===== config.mk =====
export PLATFORM = sky130hd
export DESIGN_NAME = cbd_poly_writer
export DESIGN_NICKNAME = d
export VERILOG_FILES = /design/src/rtl/cbd_poly_writer.sv
export SDC_FILE = /design/constraint.sdc
export NUM_CORES = 1
export LEC_CHECK = 0
export ABC_AREA = 1
export BUFFER_PORTS_ARGS = -buffer_cell sky130_fd_sc_hd__buf_2
export CORE_UTILIZATION = 30
export DETAILED_ROUTE_END_ITERATION = 10
export PLACE_DENSITY = 0.49
export SYNTH_ARGS = -nofsm -noshare
export SYNTH_HDL_FRONTEND = slang
export SYNTH_SLANG_ARGS = --single-unit

===== constraint.sdc =====
create_clock -name i_clk -period 4.35 [get_ports i_clk]
set_input_delay 0 -clock i_clk [delete_from_list [all_inputs] [get_ports i_clk]]
set_output_delay 0 -clock i_clk [all_outputs]
set_load 0.01 [all_outputs]

===== src/rtl/cbd_poly_writer.sv =====
// cbd_poly_writer: takes 48-bit beats of sixteen signed 3-bit CBD noise
// coefficients, maps each to its canonical mod-Q 12-bit value, packs
// WR_COEFFS of them per word and writes one 256-coefficient polynomial
// into the polynomial RAM starting at a latched base address. A 2-entry
// beat buffer decouples the sampler burst rate from the RAM write rate.
module cbd_poly_writer #(
  parameter int Q         = 3329,
  parameter int WR_COEFFS = 4,
  parameter int ADDR_W    = 8
) (
  input  logic                    i_clk,
  input  logic                    i_rstn,
  input  logic                    i_start,
  input  logic [ADDR_W-1:0]       i_base_addr,
  input  logic [47:0]             i_coeffs,
  input  logic                    i_coeffs_valid,
  output logic                    o_coeffs_ready,
  output logic                    o_mem_wen,
  output logic [ADDR_W-1:0]       o_mem_addr,
  output logic [12*WR_COEFFS-1:0] o_mem_wdata,
  output logic                    o_busy,
  output logic                    o_done
);

  localparam int SLOTS   = 16 / WR_COEFFS;
  localparam int NWORDS  = 256 / WR_COEFFS;
  localparam int SLOT_W  = (SLOTS > 1) ? $clog2(SLOTS) : 1;
  localparam int WD_W    = 12 * WR_COEFFS;
  localparam logic [SLOT_W-1:0] SLOT_LAST  = SLOT_W'(SLOTS - 1);
  localparam logic [8:0]        WORDS_LAST = 9'(NWORDS);

  typedef enum logic [1:0] {
    S_IDLE = 2'd0,
    S_RUN  = 2'd1,
    S_DONE = 2'd2
  } state_t;

  state_t              state_q;
  logic [ADDR_W-1:0]   base_q;
  logic [47:0]         fifo_mem_q [2];
  logic                rd_ptr_q;
  logic                wr_ptr_q;
  logic [1:0]          fifo_cnt_q;
  logic [1:0]          fifo_cnt_d;
  logic [4:0]          beats_q;
  logic [SLOT_W-1:0]   slot_q;
  logic [8:0]          words_q;
  logic                wen_q;
  logic [ADDR_W-1:0]   addr_q;
  logic [WD_W-1:0]     wdata_q;
  logic [WD_W-1:0]     wdata_d;
  logic                busy_q;
  logic                done_q;

  logic                ready_w;
  logic                push_w;
  logic                drain_w;
  logic                pop_w;
  logic [47:0]         head_w;

  // Map a signed 3-bit code to its canonical representative in [0, Q).
  function automatic logic [11:0] cbd_to_modq(input logic [2:0] code);
    logic signed [2:0] v;
    int                r;
    v = signed'(code);
    if (v < 0) r = Q + int'(v);
    else       r = int'(v);
    return 12'(r);
  endfunction

  assign ready_w  = (state_q == S_RUN) && (fifo_cnt_q < 2'd2) && (beats_q < 5'd16);
  assign push_w   = i_coeffs_valid && ready_w;
  assign drain_w  = (state_q == S_RUN) && (fifo_cnt_q != 2'd0);
  assign pop_w    = drain_w && (slot_q == SLOT_LAST);
  assign head_w   = fifo_mem_q[rd_ptr_q];

  assign fifo_cnt_d = fifo_cnt_q + 2'(push_w) - 2'(pop_w);

  // Convert and pack the current slot of the head beat into one RAM word.
  always_comb begin
    wdata_d = '0;
    for (int i = 0; i < WR_COEFFS; i++) begin
      wdata_d[12*i +: 12] = cbd_to_modq(head_w[47 - 3*(int'(slot_q)*WR_COEFFS + i) -: 3]);
    end
  end

  // Beat storage; contents are only meaningful where the count says so.
  always_ff @(posedge i_clk) begin
    if (push_w) begin
      fifo_mem_q[wr_ptr_q] <= i_coeffs;
    end
  end

  // Control FSM, buffer pointers, counters and registered RAM-side outputs.
  always_ff @(posedge i_clk) begin
    if (!i_rstn) begin
      state_q    <= S_IDLE;
      base_q     <= '0;
      rd_ptr_q   <= 1'b0;
      wr_ptr_q   <= 1'b0;
      fifo_cnt_q <= '0;
      beats_q    <= '0;
      slot_q     <= '0;
      words_q    <= '0;
      wen_q      <= 1'b0;
      addr_q     <= '0;
      wdata_q    <= '0;
      busy_q     <= 1'b0;
      done_q     <= 1'b0;
    end else begin
      case (state_q)
        S_IDLE: begin
          wen_q <= 1'b0;
          if (i_start) begin
            state_q    <= S_RUN;
            base_q     <= i_base_addr;
            rd_ptr_q   <= 1'b0;
            wr_ptr_q   <= 1'b0;
            fifo_cnt_q <= '0;
            beats_q    <= '0;
            slot_q     <= '0;
            words_q    <= '0;
            busy_q     <= 1'b1;
          end
        end
        S_RUN: begin
          if (push_w) begin
            wr_ptr_q <= ~wr_ptr_q;
          end
          beats_q    <= beats_q + 5'(push_w);
          fifo_cnt_q <= fifo_cnt_d;
          if (drain_w) begin
            wen_q   <= 1'b1;
            addr_q  <= base_q + ADDR_W'(words_q);
            wdata_q <= wdata_d;
            words_q <= words_q + 9'd1;
            if (pop_w) begin
              slot_q   <= '0;
              rd_ptr_q <= ~rd_ptr_q;
            end else begin
              slot_q <= slot_q + 1'b1;
            end
          end else begin
            wen_q <= 1'b0;
          end
          // The last word went out on the previous edge; finish now.
          if (words_q == WORDS_LAST) begin
            state_q <= S_DONE;
            busy_q  <= 1'b0;
            done_q  <= 1'b1;
          end
        end
        S_DONE: begin
          wen_q   <= 1'b0;
          done_q  <= 1'b0;
          state_q <= S_IDLE;
        end
        default: begin
          state_q <= S_IDLE;
          wen_q   <= 1'b0;
          busy_q  <= 1'b0;
          done_q  <= 1'b0;
        end
      endcase
    end
  end

  assign o_coeffs_ready = ready_w;
  assign o_mem_wen      = wen_q;
  assign o_mem_addr     = addr_q;
  assign o_mem_wdata    = wdata_q;
  assign o_busy         = busy_q;
  assign o_done         = done_q;

endmodule


==> run metrics <==
status=finished clean; max_slew headroom=0.519; Worst setup SP type=register; Cells after Synth=923; r2r worst-path depth=16; Clock Tree Buf Depth=2; cell area power density=349 mW/mm^2; TritonCTS clock tree=done; synthesized area=0.00788 sq mm; first-pass GRT wire length=32,100 um; die width=164 um; DRC=0; clk_skew=11.4 ps; initial antenna violation count=0; drt first pass iters=5; Ports=120; core area=0.0255 sq mm; Seq/Total Area, Yosys=0.534; CTS Buf Count=17; layout filler cell count=2,627; CTS H-tree lvls=4; kind of critical path=register to register; Synth async-reset ratio=0; max cap viols=0; Total GRT Usage=0.156; Min-Delay Path Class=input port to register; fin util=0.381; die area=0.0269 sq mm; Period minus WS final=2970 ps; fmax=0.337 GHz; Antenna diodes=0; clk_lat worst skew=430 ps; endpoints failing setup=0; Yosys reg bits=162; via count of the first global-routing pass=6,059; warnings from Yosys=0; Tightest Pin Transition=722 ps; Vias=6,452; ys flop type=edfxtp_1; nets@finish=1,149; VDD IR max=0.192 mV; Post-DP HPWL=13,600 um; Total Neg Setup Slack=0 ps; Worst Hold Depth=3; die height=164 um; Slew Limit Fails=0; most frequent cells in the layout=nand2_1, buf_2, edfxtp_1, nand3_1, nor2_1; Yosys cell types=45; Area growth, synth to finish=23.2%; period utilization=0.682; CP Capture Type=register; worst path arrival time=3260 ps; Root Buffer=clkbuf_16; clock sink count=162; Routed WL per cell=14.1 um; clock transition at the registers of the reported paths=60 ps; P_leak=0.00424 uW; cell area after layout=0.00971 sq mm; Synth Area per Inst=8.54 sq um; fraction of layout cells with a size suffix above 1=0.168; Final Hold Fails=0; CTS resizes=0; grt ovf=0; WP data required=4640 ps; Post-DRT Antenna Nets=0; Post-synth EDFFs=96; via/cell ratio=4.58; GPL Wtd Cong=0.834; Rows=58; commonest non-fill, non-tap cell in the layout=nand2_1; RSZ-0062 raised after global routing=no; Port Buffers=115; total wire length=19,900 um; largest fanout on the critical path=31; placed cell areas=0.00856 sq mm; largest net degree at the start of global routing=50; Initial Util=0.309; Detailed Route Iter0 Violations=408
registers in the layout, indices dropped and copies added, names as in the netlist, named ones only:
signal	count
base_q	8
fifo_cnt_q	2
rd_ptr_q	1
o_done	1
beats_q	5
fifo_mem_q	96
wr_ptr_q	1
state_q	2
o_mem_addr	8
words_q	9
o_busy	1
slot_q	2
o_mem_wdata	24
o_mem_wen	1
worst max-delay path: stages, from the launching register on:
cell	delay (ps)
dfxtp_1	320
inv_2	450
ha_1	360
buf_4	220
nand2_1	130
inv_1	140
nand2_1	100
nand2_1	60
o21ai_1	110
o21ai_0	90
nor2_1	210
inv_1	90
ha_1	290
inv_1	50
nand2_1	40
nand3_1	80
a21oi_1	60
cells by family after synthesis:
| group | synth area share |
|---|---|
| simple gates | 0.259 |
| flops | 0.534 |
| buf+inv | 0.0831 |
| compound gates | 0.0761 |
| fa+ha+maj | 0.0391 |
| xor+xnor | 0.00889 |
| other cells | 0.000476 |
path summary, 6_finish.rpt:
path                   from         endpoint  slack (ps)
setup / recovery  slot_q[0]  o_mem_wdata[13]        1380
hold / removal       i_rstn   o_mem_wdata[0]          30
setup reg to reg  slot_q[0]  o_mem_wdata[13]        1380
hold reg to reg    rd_ptr_q         register         450
Yosys cell counts, types with 4 or more instances:
master,count,area share
nand2_1,305,0.15
nor2_1,72,0.034
nand2_2,6,0.0048
buf_6,6,0.0086
nor3_1,8,0.0051
dfxtp_1,66,0.17
a21oi_1,48,0.030
o21ai_1,7,0.0044
buf_2,10,0.0064
nand3_1,76,0.048
edfxtp_1,96,0.37
clkbuf_1,13,0.0062
o21ai_0,35,0.022
nor2_2,5,0.0040
ha_1,23,0.037
buf_4,29,0.028
xor2_1,5,0.0056
nand4_1,8,0.0064
inv_1,61,0.029
a22oi_1,4,0.0038
routing by layer:
layer,share of wire,track usage
met1,0.49,0.216
met2,0.45,0.248
met3,0.047,0.0301
met4,0.0089,0.0404
met5,0,0
final cells by class:
| class | count | area (sq um) | area share |
|---|---|---|---|
| well taps | 330 | 413 | 0.0425 |
| inverters | 67 | 251 | 0.0259 |
| clock buffers | 17 | 425 | 0.0438 |
| multi-input cells | 637 | 3050 | 0.314 |
| flip-flops and latches | 162 | 4210 | 0.433 |
| repair buffers | 180 | 1200 | 0.124 |
| clock inverters | 15 | 158 | 0.0162 |
stage by stage:
| stage | instances | total power [uW] | hold slack [ps] | setup WS (ps) |
|---|---|---|---|---|
| floorplan | 926 | 1830 | 98.9 | 896 |
| global placement | 1320 | 1910 | 188 | 1430 |
| detailed placement | 1320 | 1910 | 191 | 1400 |
| CTS | 1408 | 3430 | 22.7 | 1390 |
| global route | 1408 | 3510 | 60.7 | 1030 |
| finish | 1408 | 3390 | 27.2 | 1380 |
repair_timing:
item,in CTS,in global routing
hold buffers,56,0
hold endpoints to repair,104,0
buffers inserted,0,0
setup endpoints to repair,0,0
power by group:
part	internal (uW)	switching [uW]	total (uW)	leakage [uW]
Combinational	99.8	141	241	0.00255
Clock	767	709	1480	0.000276
Sequential	1660	11.9	1670	0.00141
Total	2530	863	3390	0.00424
Power figures use the tool's default switching activity.
